## config.mk

```make
export PLATFORM = sky130hd
export DESIGN_NAME = dram_id_remapper
export DESIGN_NICKNAME = d
export VERILOG_FILES = /design/src/rtl/dram_id_remapper_pkg.sv /design/src/rtl/dram_id_remap_table.sv /design/src/rtl/dram_id_remapper.sv
export SDC_FILE = /design/constraint.sdc
export NUM_CORES = 1
export LEC_CHECK = 0
export ABC_AREA = 1
export CAP_MARGIN = 25
export CORE_ASPECT_RATIO = 0.75
export CORE_MARGIN = 3
export CORE_UTILIZATION = 35
export CTS_CLUSTER_SIZE = 28
export DETAILED_ROUTE_END_ITERATION = 10
export PLACE_DENSITY = 0.54
export SETUP_SLACK_MARGIN = 0.02
export SYNTH_ARGS = -nofsm -noshare
export SYNTH_HDL_FRONTEND = slang
export SYNTH_SLANG_ARGS = --single-unit
```

## constraint.sdc

```tcl
create_clock -name clk_i -period 10.41 [get_ports clk_i]
set_input_delay 2.082 -clock clk_i [delete_from_list [all_inputs] [get_ports clk_i]]
set_output_delay 2.082 -clock clk_i [all_outputs]
set_load 0.01 [all_outputs]
```

## src/rtl/dram_id_remapper_pkg.sv

```systemverilog
// Shared types and helpers for the DRAM-side AXI ID remapper.
package dram_id_remapper_pkg;

  localparam int unsigned SLV_ID_WIDTH    = 8;
  localparam int unsigned MST_ID_WIDTH    = 4;
  localparam int unsigned MAX_TXNS_PER_ID = 8;
  localparam int unsigned ADDR_WIDTH      = 32;
  localparam int unsigned DATA_WIDTH      = 32;

  // Narrow IDs already cover the wide ID space: no tables needed.
  localparam bit BYPASS = (SLV_ID_WIDTH <= MST_ID_WIDTH);

  // Counter width able to hold 0..max_txns inclusive.
  function automatic int unsigned cnt_width(input int unsigned max_txns);
    return $clog2(max_txns + 1);
  endfunction

  localparam int unsigned CNT_WIDTH = cnt_width(MAX_TXNS_PER_ID);

  // One remap table entry for the default configuration.
  typedef struct packed {
    logic [SLV_ID_WIDTH-1:0] slv_id;
    logic [CNT_WIDTH-1:0]    cnt;
  } tbl_entry_t;

  // ID-independent parts of the AXI channels, shared by both sides.
  typedef struct packed {
    logic [ADDR_WIDTH-1:0] addr;
    logic [7:0]            len;
    logic [2:0]            size;
    logic [1:0]            burst;
  } ax_payload_t;

  typedef struct packed {
    logic [DATA_WIDTH-1:0]   data;
    logic [DATA_WIDTH/8-1:0] strb;
    logic                    last;
  } w_t;

  typedef struct packed {
    logic [DATA_WIDTH-1:0] data;
    logic [1:0]            resp;
    logic                  last;
  } r_payload_t;

  typedef struct packed { logic [SLV_ID_WIDTH-1:0] id; ax_payload_t p; } slv_ax_t;
  typedef struct packed { logic [MST_ID_WIDTH-1:0] id; ax_payload_t p; } mst_ax_t;
  typedef struct packed { logic [SLV_ID_WIDTH-1:0] id; logic [1:0] resp; } slv_b_t;
  typedef struct packed { logic [MST_ID_WIDTH-1:0] id; logic [1:0] resp; } mst_b_t;
  typedef struct packed { logic [SLV_ID_WIDTH-1:0] id; r_payload_t p; } slv_r_t;
  typedef struct packed { logic [MST_ID_WIDTH-1:0] id; r_payload_t p; } mst_r_t;

  typedef struct packed {
    slv_ax_t aw; logic aw_valid;
    w_t      w;  logic w_valid;
    logic    b_ready;
    slv_ax_t ar; logic ar_valid;
    logic    r_ready;
  } slv_req_t;

  typedef struct packed {
    logic   aw_ready;
    logic   w_ready;
    slv_b_t b; logic b_valid;
    logic   ar_ready;
    slv_r_t r; logic r_valid;
  } slv_rsp_t;

  typedef struct packed {
    mst_ax_t aw; logic aw_valid;
    w_t      w;  logic w_valid;
    logic    b_ready;
    mst_ax_t ar; logic ar_valid;
    logic    r_ready;
  } mst_req_t;

  typedef struct packed {
    logic   aw_ready;
    logic   w_ready;
    mst_b_t b; logic b_valid;
    logic   ar_ready;
    mst_r_t r; logic r_valid;
  } mst_rsp_t;

endpackage

```

## src/rtl/dram_id_remap_table.sv

```systemverilog
// One direction's remap table: wide ID -> narrow index, with per-entry
// outstanding-transaction counters.
module dram_id_remap_table
  import dram_id_remapper_pkg::*;
#(
  parameter int unsigned SlvIdWidth   = SLV_ID_WIDTH,
  parameter int unsigned MstIdWidth   = MST_ID_WIDTH,
  parameter int unsigned MaxTxnsPerId = MAX_TXNS_PER_ID
) (
  input  logic                  clk,
  input  logic                  rst_n,
  input  logic [SlvIdWidth-1:0] i_lookup_id,
  input  logic                  i_alloc,
  input  logic                  i_free,
  input  logic [MstIdWidth-1:0] i_free_idx,
  output logic                  o_avail,
  output logic [MstIdWidth-1:0] o_idx,
  output logic [SlvIdWidth-1:0] o_rsp_slv_id
);

  localparam int unsigned NumEntries = 2 ** MstIdWidth;
  localparam int unsigned CntWidth   = cnt_width(MaxTxnsPerId);
  localparam logic [CntWidth-1:0] CntMax = CntWidth'(MaxTxnsPerId);
  localparam logic [CntWidth-1:0] CntOne = CntWidth'(1);

  typedef struct packed {
    logic [SlvIdWidth-1:0] slv_id;
    logic [CntWidth-1:0]   cnt;
  } entry_t;

  entry_t                  r_tbl [NumEntries];
  logic                    w_match;
  logic                    w_free_found;
  logic [MstIdWidth-1:0]   w_match_idx;
  logic [MstIdWidth-1:0]   w_free_idx;
  logic [NumEntries-1:0]   w_inc;
  logic [NumEntries-1:0]   w_dec;

  // Lookup on registered state: live matching entry, else lowest free entry.
  always_comb begin
    // NOTE: every variable gets a default before the loop so no latch is inferred.
    w_match      = 1'b0;
    w_match_idx  = '0;
    w_free_found = 1'b0;
    w_free_idx   = '0;
    // Descending scan so the last hit written is the lowest index.
    for (int e = int'(NumEntries) - 1; e >= 0; e--) begin
      if (r_tbl[e].cnt != '0 && r_tbl[e].slv_id == i_lookup_id) begin
        w_match     = 1'b1;
        w_match_idx = MstIdWidth'(e);
      end
      if (r_tbl[e].cnt == '0) begin
        w_free_found = 1'b1;
        w_free_idx   = MstIdWidth'(e);
      end
    end
    // A saturated match stalls; it never spills into a second entry.
    o_avail = w_match ? (r_tbl[w_match_idx].cnt != CntMax) : w_free_found;
    o_idx   = w_match ? w_match_idx : w_free_idx;
  end

  // Response path returns whatever wide ID the named entry holds.
  assign o_rsp_slv_id = r_tbl[i_free_idx].slv_id;

  // Per-entry increment/decrement strobes; a free of an idle entry is ignored.
  always_comb begin
    for (int e = 0; e < int'(NumEntries); e++) begin
      w_inc[e] = i_alloc && (o_idx == MstIdWidth'(e));
      w_dec[e] = i_free && (i_free_idx == MstIdWidth'(e)) && (r_tbl[e].cnt != '0);
    end
  end

  // Table state: counters move by inc - dec, new owners latch the wide ID.
  always_ff @(posedge clk or negedge rst_n) begin
    if (!rst_n) begin
      // NOTE: this table is control state (free/busy), so it is reset unlike a data RAM.
      for (int e = 0; e < int'(NumEntries); e++) r_tbl[e] <= '0;
    end else begin
      for (int e = 0; e < int'(NumEntries); e++) begin
        // NOTE: non-blocking so all entries update from the same pre-edge snapshot.
        if (w_inc[e] && !w_dec[e]) begin
          r_tbl[e].cnt    <= r_tbl[e].cnt + CntOne;
          r_tbl[e].slv_id <= i_lookup_id;
        end else if (!w_inc[e] && w_dec[e]) begin
          r_tbl[e].cnt    <= r_tbl[e].cnt - CntOne;
        end
      end
    end
  end

  // A response for an entry with nothing outstanding is a controller protocol error.
  a_free_of_idle_entry: assert property (
    @(posedge clk) disable iff (!rst_n) i_free |-> (r_tbl[i_free_idx].cnt != '0));

endmodule

```

## src/rtl/dram_id_remapper.sv

```systemverilog
// AXI4 ID-width reducer in front of the DRAM controller slave port.
// Data path is combinational; only the remap tables hold state.
module dram_id_remapper #(
  parameter int unsigned SlvIdWidth   = dram_id_remapper_pkg::SLV_ID_WIDTH,
  parameter int unsigned MstIdWidth   = dram_id_remapper_pkg::MST_ID_WIDTH,
  parameter int unsigned MaxTxnsPerId = dram_id_remapper_pkg::MAX_TXNS_PER_ID,
  parameter type slv_req_t = dram_id_remapper_pkg::slv_req_t,
  parameter type slv_rsp_t = dram_id_remapper_pkg::slv_rsp_t,
  parameter type mst_req_t = dram_id_remapper_pkg::mst_req_t,
  parameter type mst_rsp_t = dram_id_remapper_pkg::mst_rsp_t
) (
  input  logic     clk_i,
  input  logic     rst_ni,
  input  slv_req_t slv_req_i,
  output slv_rsp_t slv_rsp_o,
  output mst_req_t mst_req_o,
  input  mst_rsp_t mst_rsp_i
);

  logic                  w_ar_avail;
  logic                  w_aw_avail;
  logic [MstIdWidth-1:0] w_ar_idx;
  logic [MstIdWidth-1:0] w_aw_idx;
  logic [SlvIdWidth-1:0] w_r_slv_id;
  logic [SlvIdWidth-1:0] w_b_slv_id;

  if (SlvIdWidth <= MstIdWidth) begin : g_bypass
    assign w_ar_avail = 1'b1;
    assign w_aw_avail = 1'b1;
    assign w_ar_idx   = MstIdWidth'(slv_req_i.ar.id);
    assign w_aw_idx   = MstIdWidth'(slv_req_i.aw.id);
    assign w_r_slv_id = SlvIdWidth'(mst_rsp_i.r.id);
    assign w_b_slv_id = SlvIdWidth'(mst_rsp_i.b.id);
  end else begin : g_remap
    logic w_ar_hs, w_aw_hs, w_r_last_hs, w_b_hs;

    assign w_ar_hs     = slv_req_i.ar_valid && mst_rsp_i.ar_ready && w_ar_avail;
    assign w_aw_hs     = slv_req_i.aw_valid && mst_rsp_i.aw_ready && w_aw_avail;
    assign w_r_last_hs = mst_rsp_i.r_valid && slv_req_i.r_ready && mst_rsp_i.r.p.last;
    assign w_b_hs      = mst_rsp_i.b_valid && slv_req_i.b_ready;

    dram_id_remap_table #(
      .SlvIdWidth(SlvIdWidth), .MstIdWidth(MstIdWidth), .MaxTxnsPerId(MaxTxnsPerId)
    ) u_rd_table (
      .clk(clk_i), .rst_n(rst_ni),
      .i_lookup_id(slv_req_i.ar.id), .i_alloc(w_ar_hs),
      .i_free(w_r_last_hs), .i_free_idx(mst_rsp_i.r.id),
      .o_avail(w_ar_avail), .o_idx(w_ar_idx), .o_rsp_slv_id(w_r_slv_id)
    );

    dram_id_remap_table #(
      .SlvIdWidth(SlvIdWidth), .MstIdWidth(MstIdWidth), .MaxTxnsPerId(MaxTxnsPerId)
    ) u_wr_table (
      .clk(clk_i), .rst_n(rst_ni),
      .i_lookup_id(slv_req_i.aw.id), .i_alloc(w_aw_hs),
      .i_free(w_b_hs), .i_free_idx(mst_rsp_i.b.id),
      .o_avail(w_aw_avail), .o_idx(w_aw_idx), .o_rsp_slv_id(w_b_slv_id)
    );
  end

  // Forward all channels, swapping IDs and gating address handshakes on avail.
  always_comb begin
    mst_req_o          = '0;
    mst_req_o.aw.id    = w_aw_idx;
    mst_req_o.aw.p     = slv_req_i.aw.p;
    mst_req_o.aw_valid = slv_req_i.aw_valid && w_aw_avail;
    mst_req_o.w        = slv_req_i.w;
    mst_req_o.w_valid  = slv_req_i.w_valid;
    mst_req_o.b_ready  = slv_req_i.b_ready;
    mst_req_o.ar.id    = w_ar_idx;
    mst_req_o.ar.p     = slv_req_i.ar.p;
    mst_req_o.ar_valid = slv_req_i.ar_valid && w_ar_avail;
    mst_req_o.r_ready  = slv_req_i.r_ready;

    slv_rsp_o          = '0;
    slv_rsp_o.aw_ready = mst_rsp_i.aw_ready && w_aw_avail;
    slv_rsp_o.w_ready  = mst_rsp_i.w_ready;
    slv_rsp_o.b.id     = w_b_slv_id;
    slv_rsp_o.b.resp   = mst_rsp_i.b.resp;
    slv_rsp_o.b_valid  = mst_rsp_i.b_valid;
    slv_rsp_o.ar_ready = mst_rsp_i.ar_ready && w_ar_avail;
    slv_rsp_o.r.id     = w_r_slv_id;
    slv_rsp_o.r.p      = mst_rsp_i.r.p;
    slv_rsp_o.r_valid  = mst_rsp_i.r_valid;
  end

endmodule

```

==> flow_summary.ini, run 1 <==
[synth]
yosysMostFrequentCell = nand2_1
synth-seq-cells = 384
synth_top_area_frac = 0.366
synth_top_cells_by_count = nand2_1, inv_1, o21ai_0
ys_seq_area_frac = 0.366
ys_async_sr_fraction = 1.00
avgSynthCellArea_sq_um = 7.67
synth_edf_count = 0
ys_types = 54
syn_inst = 3419
synth_area_leaders = dfrtp_1, nand2_1, o21ai_0, inv_1, buf_4
netlist_area_sq_um = 26200
synth_flop_cell = dfrtp_1
synth_top_cell_by_area = dfrtp_1
synth.net_count = 3747
ys_warn_count = 0

[worst_setup_path]
reg2reg_depth = 22
path_class = input pin to output pin
cp.arrival_ps = 6300
slowest_stage = clkdlybuf4s50_1
rrSetupSlack_ps = 4420
cp_data_required_time_ps = 8330
path_delay_family = buffers and inverters
cp_common_cell = nor2_1
crit_buf_inv = 7
cp_slowest_stage_delay_ps = 850
path_cells = clkdlybuf4s50_1 -> buf_4 -> inv_2 -> nor2_1 -> a2111oi_0 -> nand3b_1 -> nand2_1 -> inv_2 -> nand2_4 -> inv_4 -> a21oi_1 -> o21ai_1 -> nor2_1 -> nor2_2 -> nor2_4 -> inv_1 -> nor2_1 -> clkdlybuf4s50_1
critPathLaunchType = input pin
worstReg2RegStart = g_remap.u_rd_table.r_tbl[96]$_DFFE_PN0P_
cp_max_fo = 20
reg2reg_to = g_remap.u_rd_table.r_tbl[15]$_DFFE_PN0P_
endpoint_kind = output pin

[floorplan]
rows = 86
die_x_microns = 322
io-pin-count = 398
dieArea_sq_um = 78300
die_y_microns = 243
core_area_sq_um = 73800
floorplan.initialDensity = 0.355

[timing]
finalSetupViolCount = 0
clock.fmax_mhz = 119
whs_ps = 489
finalSetupTns_ps = 0
worst_pin_slew_ps = 1020
fin_crit_ps = 8380
slew_viol_final = 0
rsz0062_at_grt = false
fin_crit_sh = 0.805
slew_headroom = 0.315
finClkSkew_ps = 18.2
hold_viol = 0

[place]
place_hpwl_mm = 54.0
io_buffers = 67
place_area_sq_um = 26200
gp_congestion = 0.889

[clocking]
h-tree-depth = 2
root_buffer = clkbuf_16
cts_tree = yes
cts.path.max_buffers = 3
ctsResizeCount = 0
cts_hold_buffers = 0
post_cts_buffers = 0
cts.sinks = 384
numCtsBuffers = 45
path_clk_slew_ps = 60
clk_latency_ps = 590

[route]
drc = 0
via_per_inst = 5.05
routedWlPerCell_microns = 17.8
wirelength_mm = 75.3
final_antenna_net_count = 0
drt_first_pass_iters = 5
vias = 21400
first_iter_violations = 2054

[worst_hold_path]
timing.hold.worst_path_depth = 1
worstHoldStart = g_remap.u_rd_table.r_tbl[15]$_DFFE_PN0P_
hold_path.class = flip-flop to flip-flop
min_to = g_remap.u_rd_table.r_tbl[15]$_DFFE_PN0P_

[finish]
fin_area_sq_um = 27700
final_nets = 3562
fillers = 7668
area_delta_synth_final_pct = 5.72
drive_above_1_share = 0.0551

[global_routing]
grt_use_total = 0.191
grt_max_degree = 80
antenna_found_initial = 3
grt_pass1_wl_mm = 118
grt_pass1_vias = 19700
grt_remaining_overflow = 0

[run_status]
status = finished, final reports clean

[flow_run]
drv_cap = 0

[power_and_ir_drop]
ir_drop_mv = 0.127
p_leak_nw = 12.5
power_density_nw_per_um2 = 293
[worst max path at each step]
stage	start	endpoint	cells after the start
after global routing	slv_req_i[140]	slv_rsp_o[57]	18
after floorplan	slv_req_i[146]	mst_req_o[90]	20
final	slv_req_i[140]	mst_req_o[90]	18
after global placement	slv_req_i[140]	slv_rsp_o[57]	18
after CTS	slv_req_i[140]	mst_req_o[90]	18
after detailed placement	slv_req_i[140]	mst_req_o[90]	18
[flip-flops by register name (all words and copies together) (netlist names)]
name / flops
g_remap.u_rd_table.r_tbl: 192
g_remap.u_wr_table.r_tbl: 192
[where the power goes]
group | internal (mW) | switching (mW)
logic | 1.46 | 2.30
registers | 2.18 | 0.543
clock network | 0.947 | 0.676
[metrics by stage]
stage	util	instances	power, mW	setup slack [ps]
final	0.376	4238	8.11	2030
after global routing	0.376	4236	8.84	1730
after CTS	0.375	4234	8.13	2080
after detailed placement	0.355	4153	6.47	2110
after global placement	0.355	4153	6.44	2100
after floorplan	-	3419	5.42	4240
[cells by family (layout without fill, tap and decap cells)]
group	count (synthesis)	in the layout	share of synthesized area
simple gates	1342	1342	0.221
buf+inv	744	593	0.139
compound gates	594	594	0.125
flops	384	384	0.366
xor+xnor	209	209	0.0698
fa+ha+maj	128	128	0.0702
mux	18	18	0.00773
other cells	0	2	0
[layout make-up]
cell class              instances  area [sq um]  area share
clock buffers                  71          1370      0.0493
well taps                     968          1210      0.0437
diodes                          2          5.00    0.000180
inverters                     417          1570      0.0565
multi-input cells            2291         13000       0.468
clock inverters                10           106     0.00384
repair buffers                 95           885      0.0319
flip-flops and latches        384          9610       0.347
[layer usage]
layer / share of wire / track usage / up-vias
met4: 0.021 / 0.0463 / 4
met2: 0.38 / 0.252 / 730
met3: 0.085 / 0.0454 / 120
li1: - / - / 10500
met5: 0.00041 / 0 / -
met1: 0.51 / 0.304 / 9997
[placed cells by master (no fill, tap or decap), types with 17 or more instances in the layout]
cell type	Yosys	routed
nand2_1	842	839
inv_1	396	395
o21ai_0	393	393
dfrtp_1	384	384
nor2_1	200	199
xnor2_1	126	126
nand4_1	102	102
o22ai_1	96	96
ha_1	96	96
nand3_1	86	86
xor2_1	83	83
clkdlybuf4s50_1	0	65
clkbuf_16	0	47
a21oi_1	38	38
nor3_1	33	33
fa_1	32	32
buf_4	186	27
inv_2	18	18
a211oi_1	18	18
mux2_2	18	18
nor4_1	17	17
No activity file was read; power rests on OpenSTA's default activity.
==> run 2: changes to the inputs <==
PLACE_DENSITY = 0.56   (was 0.54)
clock period = 7.46 ns   (was 10.41 ns; I/O delays follow)
==> run 2 against run 1 <==
Power rose by 39%; via count up 1.3%; global-route usage is 0.17 points higher; hold slack improved by 7.3 ps; sequential power is 39% higher; sequential share of layout area decreased by 0.41 points; cell count grew 0.80%; wire length fell by 0.20%; non-clock buffer count up 39; largest power group unchanged.
==> flow_summary.ini, run 2 (same netlist as run 1, synthesis figures left out) <==
[clocking]
h-tree-depth = 2
root_buffer = clkbuf_16
cts_tree = yes
ctsResizeCount = 0
post_cts_buffers = 0
path_clk_slew_ps = 60
cts.path.max_buffers = 3
numCtsBuffers = 44
cts_hold_buffers = 0
clk_latency_ps = 600
cts.sinks = 384

[worst_setup_path]
slowest_stage = clkdlybuf4s50_1
crit_buf_inv = 5
cp_max_fo = 20
path_depth = 21
cp-endpoint = slv_rsp_o[44]
path_cells = clkdlybuf4s50_1 -> buf_4 -> xor2_1 -> nor4_1 -> nand4_1 -> nand2_1 -> inv_1 -> o21ai_1 -> nand2_1 -> nand2_4 -> nand2_4 -> nand2_1 -> o21ai_0 -> inv_1 -> nand2_1 -> nand3_1 -> nand2_1 -> nand2_2 -> nand3_1 -> nor2_1 -> clkdlybuf4s50_1
cp_data_required_time_ps = 5970
path_class = input pin to output pin
cp_common_cell = nand2_1
critPathLaunchType = input pin
worstReg2RegStart = g_remap.u_wr_table.r_tbl[97]$_DFFE_PN0P_
rrSetupSlack_ps = 2090
reg2reg_to = g_remap.u_wr_table.r_tbl[51]$_DFFE_PN0P_
reg2reg_depth = 23
endpoint_kind = output pin
cp.arrival_ps = 5220
cp_slowest_stage_delay_ps = 800
path_delay_family = buffers and inverters
critPathLaunch = slv_req_i[52]

[finish]
num_antenna_cells = 0
final_common_cell = nand2_1
final_util = 0.380
final_cell_mix = nand2_1, inv_1, o21ai_0
top_regs = g_remap.u_rd_table.r_tbl: 192 flops, g_remap.u_wr_table.r_tbl: 192 flops
drive_above_1_share = 0.0666
fin_area_sq_um = 28100
final_nets = 3600
area_delta_synth_final_pct = 6.98

[place]
place_hpwl_mm = 54.4
pre_cts_slack_ps = 580
io_buffers = 67
place_area_sq_um = 26600
gp_congestion = 0.888

[power_and_ir_drop]
combPwrFrac = 0.470
finalPower_mw = 11.3
p_leak_nw = 12.7
p_seq_frac = 0.335
swShare = 0.434
power_density_nw_per_um2 = 403
p_clk_frac = 0.195
netSwitchingPower_mw = 4.90
ir_drop_mv = 0.183
p_int_mw = 6.41

[global_routing]
grt_max_degree = 132
grt_pass1_vias = 20400
grt_use_total = 0.192
grt_remaining_overflow = 0
grt_pass1_wl_mm = 120
antenna_found_initial = 2

[route]
routedWlPerCell_microns = 17.6
drc = 0
vias = 21700
first_iter_violations = 1999
via_per_inst = 5.07
final_antenna_net_count = 0
drt_first_pass_iters = 5
wirelength_mm = 75.1

[timing]
slew_viol_final = 0
clock.fmax_mhz = 149
fin_crit_sh = 0.900
finClkSkew_ps = 40.9
rsz0062_at_grt = false
finalSetupViolCount = 0
worst_pin_slew_ps = 1070
fin_ws_ps = 744
finalSetupTns_ps = 0
fin_crit_ps = 6720
slew_headroom = 0.282
hold_viol = 0

[floorplan]
die_x_microns = 322
die_y_microns = 243
floorplan.initialDensity = 0.355
rows = 86
dieArea_sq_um = 78300
core_area_sq_um = 73800
io-pin-count = 398

[flow_run]
drv_cap = 0

[run_status]
status = finished, final reports clean

[worst_hold_path]
timing.hold.worst_path_depth = 1
hold_path.class = flip-flop to flip-flop
run 2: changes by cell type in the layout (fill, tap and decap cells not counted), sizes merged:
cell and change:
buf +38, clkbuf -5, clkinv +2, diode -2, inv +2, clkinvlp -1
run 2: power by group through the flow:
stage          Clock [mW]  Sequential, mW  Combinational, mW
2_1_floorplan           0            3.64               3.91
3_3_place_gp            0            3.81               5.18
3_5_place_dp            0            3.81               5.26
4_1_cts              2.27            3.79               5.28
5_1_grt              2.35            3.94               6.06
6_report             2.21            3.79               5.31
run 2: worst min path at each step:
stage                                                     endpoint                                      from  slack [ps]
after floorplan            g_remap.u_rd_table.r_tbl[3]$_DFFE_PN0P_   g_remap.u_rd_table.r_tbl[3]$_DFFE_PN0P_         460
final                      g_remap.u_rd_table.r_tbl[3]$_DFFE_PN0P_   g_remap.u_rd_table.r_tbl[3]$_DFFE_PN0P_         500
after global placement    g_remap.u_rd_table.r_tbl[27]$_DFFE_PN0P_  g_remap.u_rd_table.r_tbl[27]$_DFFE_PN0P_         480
after CTS                 g_remap.u_wr_table.r_tbl[15]$_DFFE_PN0P_  g_remap.u_wr_table.r_tbl[15]$_DFFE_PN0P_         500
after detailed placement  g_remap.u_wr_table.r_tbl[15]$_DFFE_PN0P_  g_remap.u_wr_table.r_tbl[15]$_DFFE_PN0P_         480
after global routing      g_remap.u_wr_table.r_tbl[15]$_DFFE_PN0P_  g_remap.u_wr_table.r_tbl[15]$_DFFE_PN0P_         520
run 2: layer usage:
| layer | track usage | routed length (microns) | vias to the layer above |
|---|---|---|---|
| met4 | 0.0506 | 1710 | 2 |
| met5 | 0 | 13 | - |
| met3 | 0.0323 | 6030 | 130 |
| met1 | 0.316 | 38800 | 10200 |
| li1 | - | - | 10600 |
| met2 | 0.252 | 28600 | 748 |
run 2: metrics by stage:
step / hold WS, ps / cells
6_report: 496 / 4272
5_1_grt: 521 / 4272
4_1_cts: 497 / 4271
3_5_place_dp: 485 / 4193
3_3_place_gp: 476 / 4193
2_1_floorplan: 457 / 3419
run 2: area by class of cell:
class                   instances  area, sq um
clock buffers                  65         1290
fillers                      7616        45800
well taps                     968         1210
clock inverters                13          145
inverters                     417         1570
flip-flops and latches        384         9610
multi-input cells            2291        13000
repair buffers                134         1250
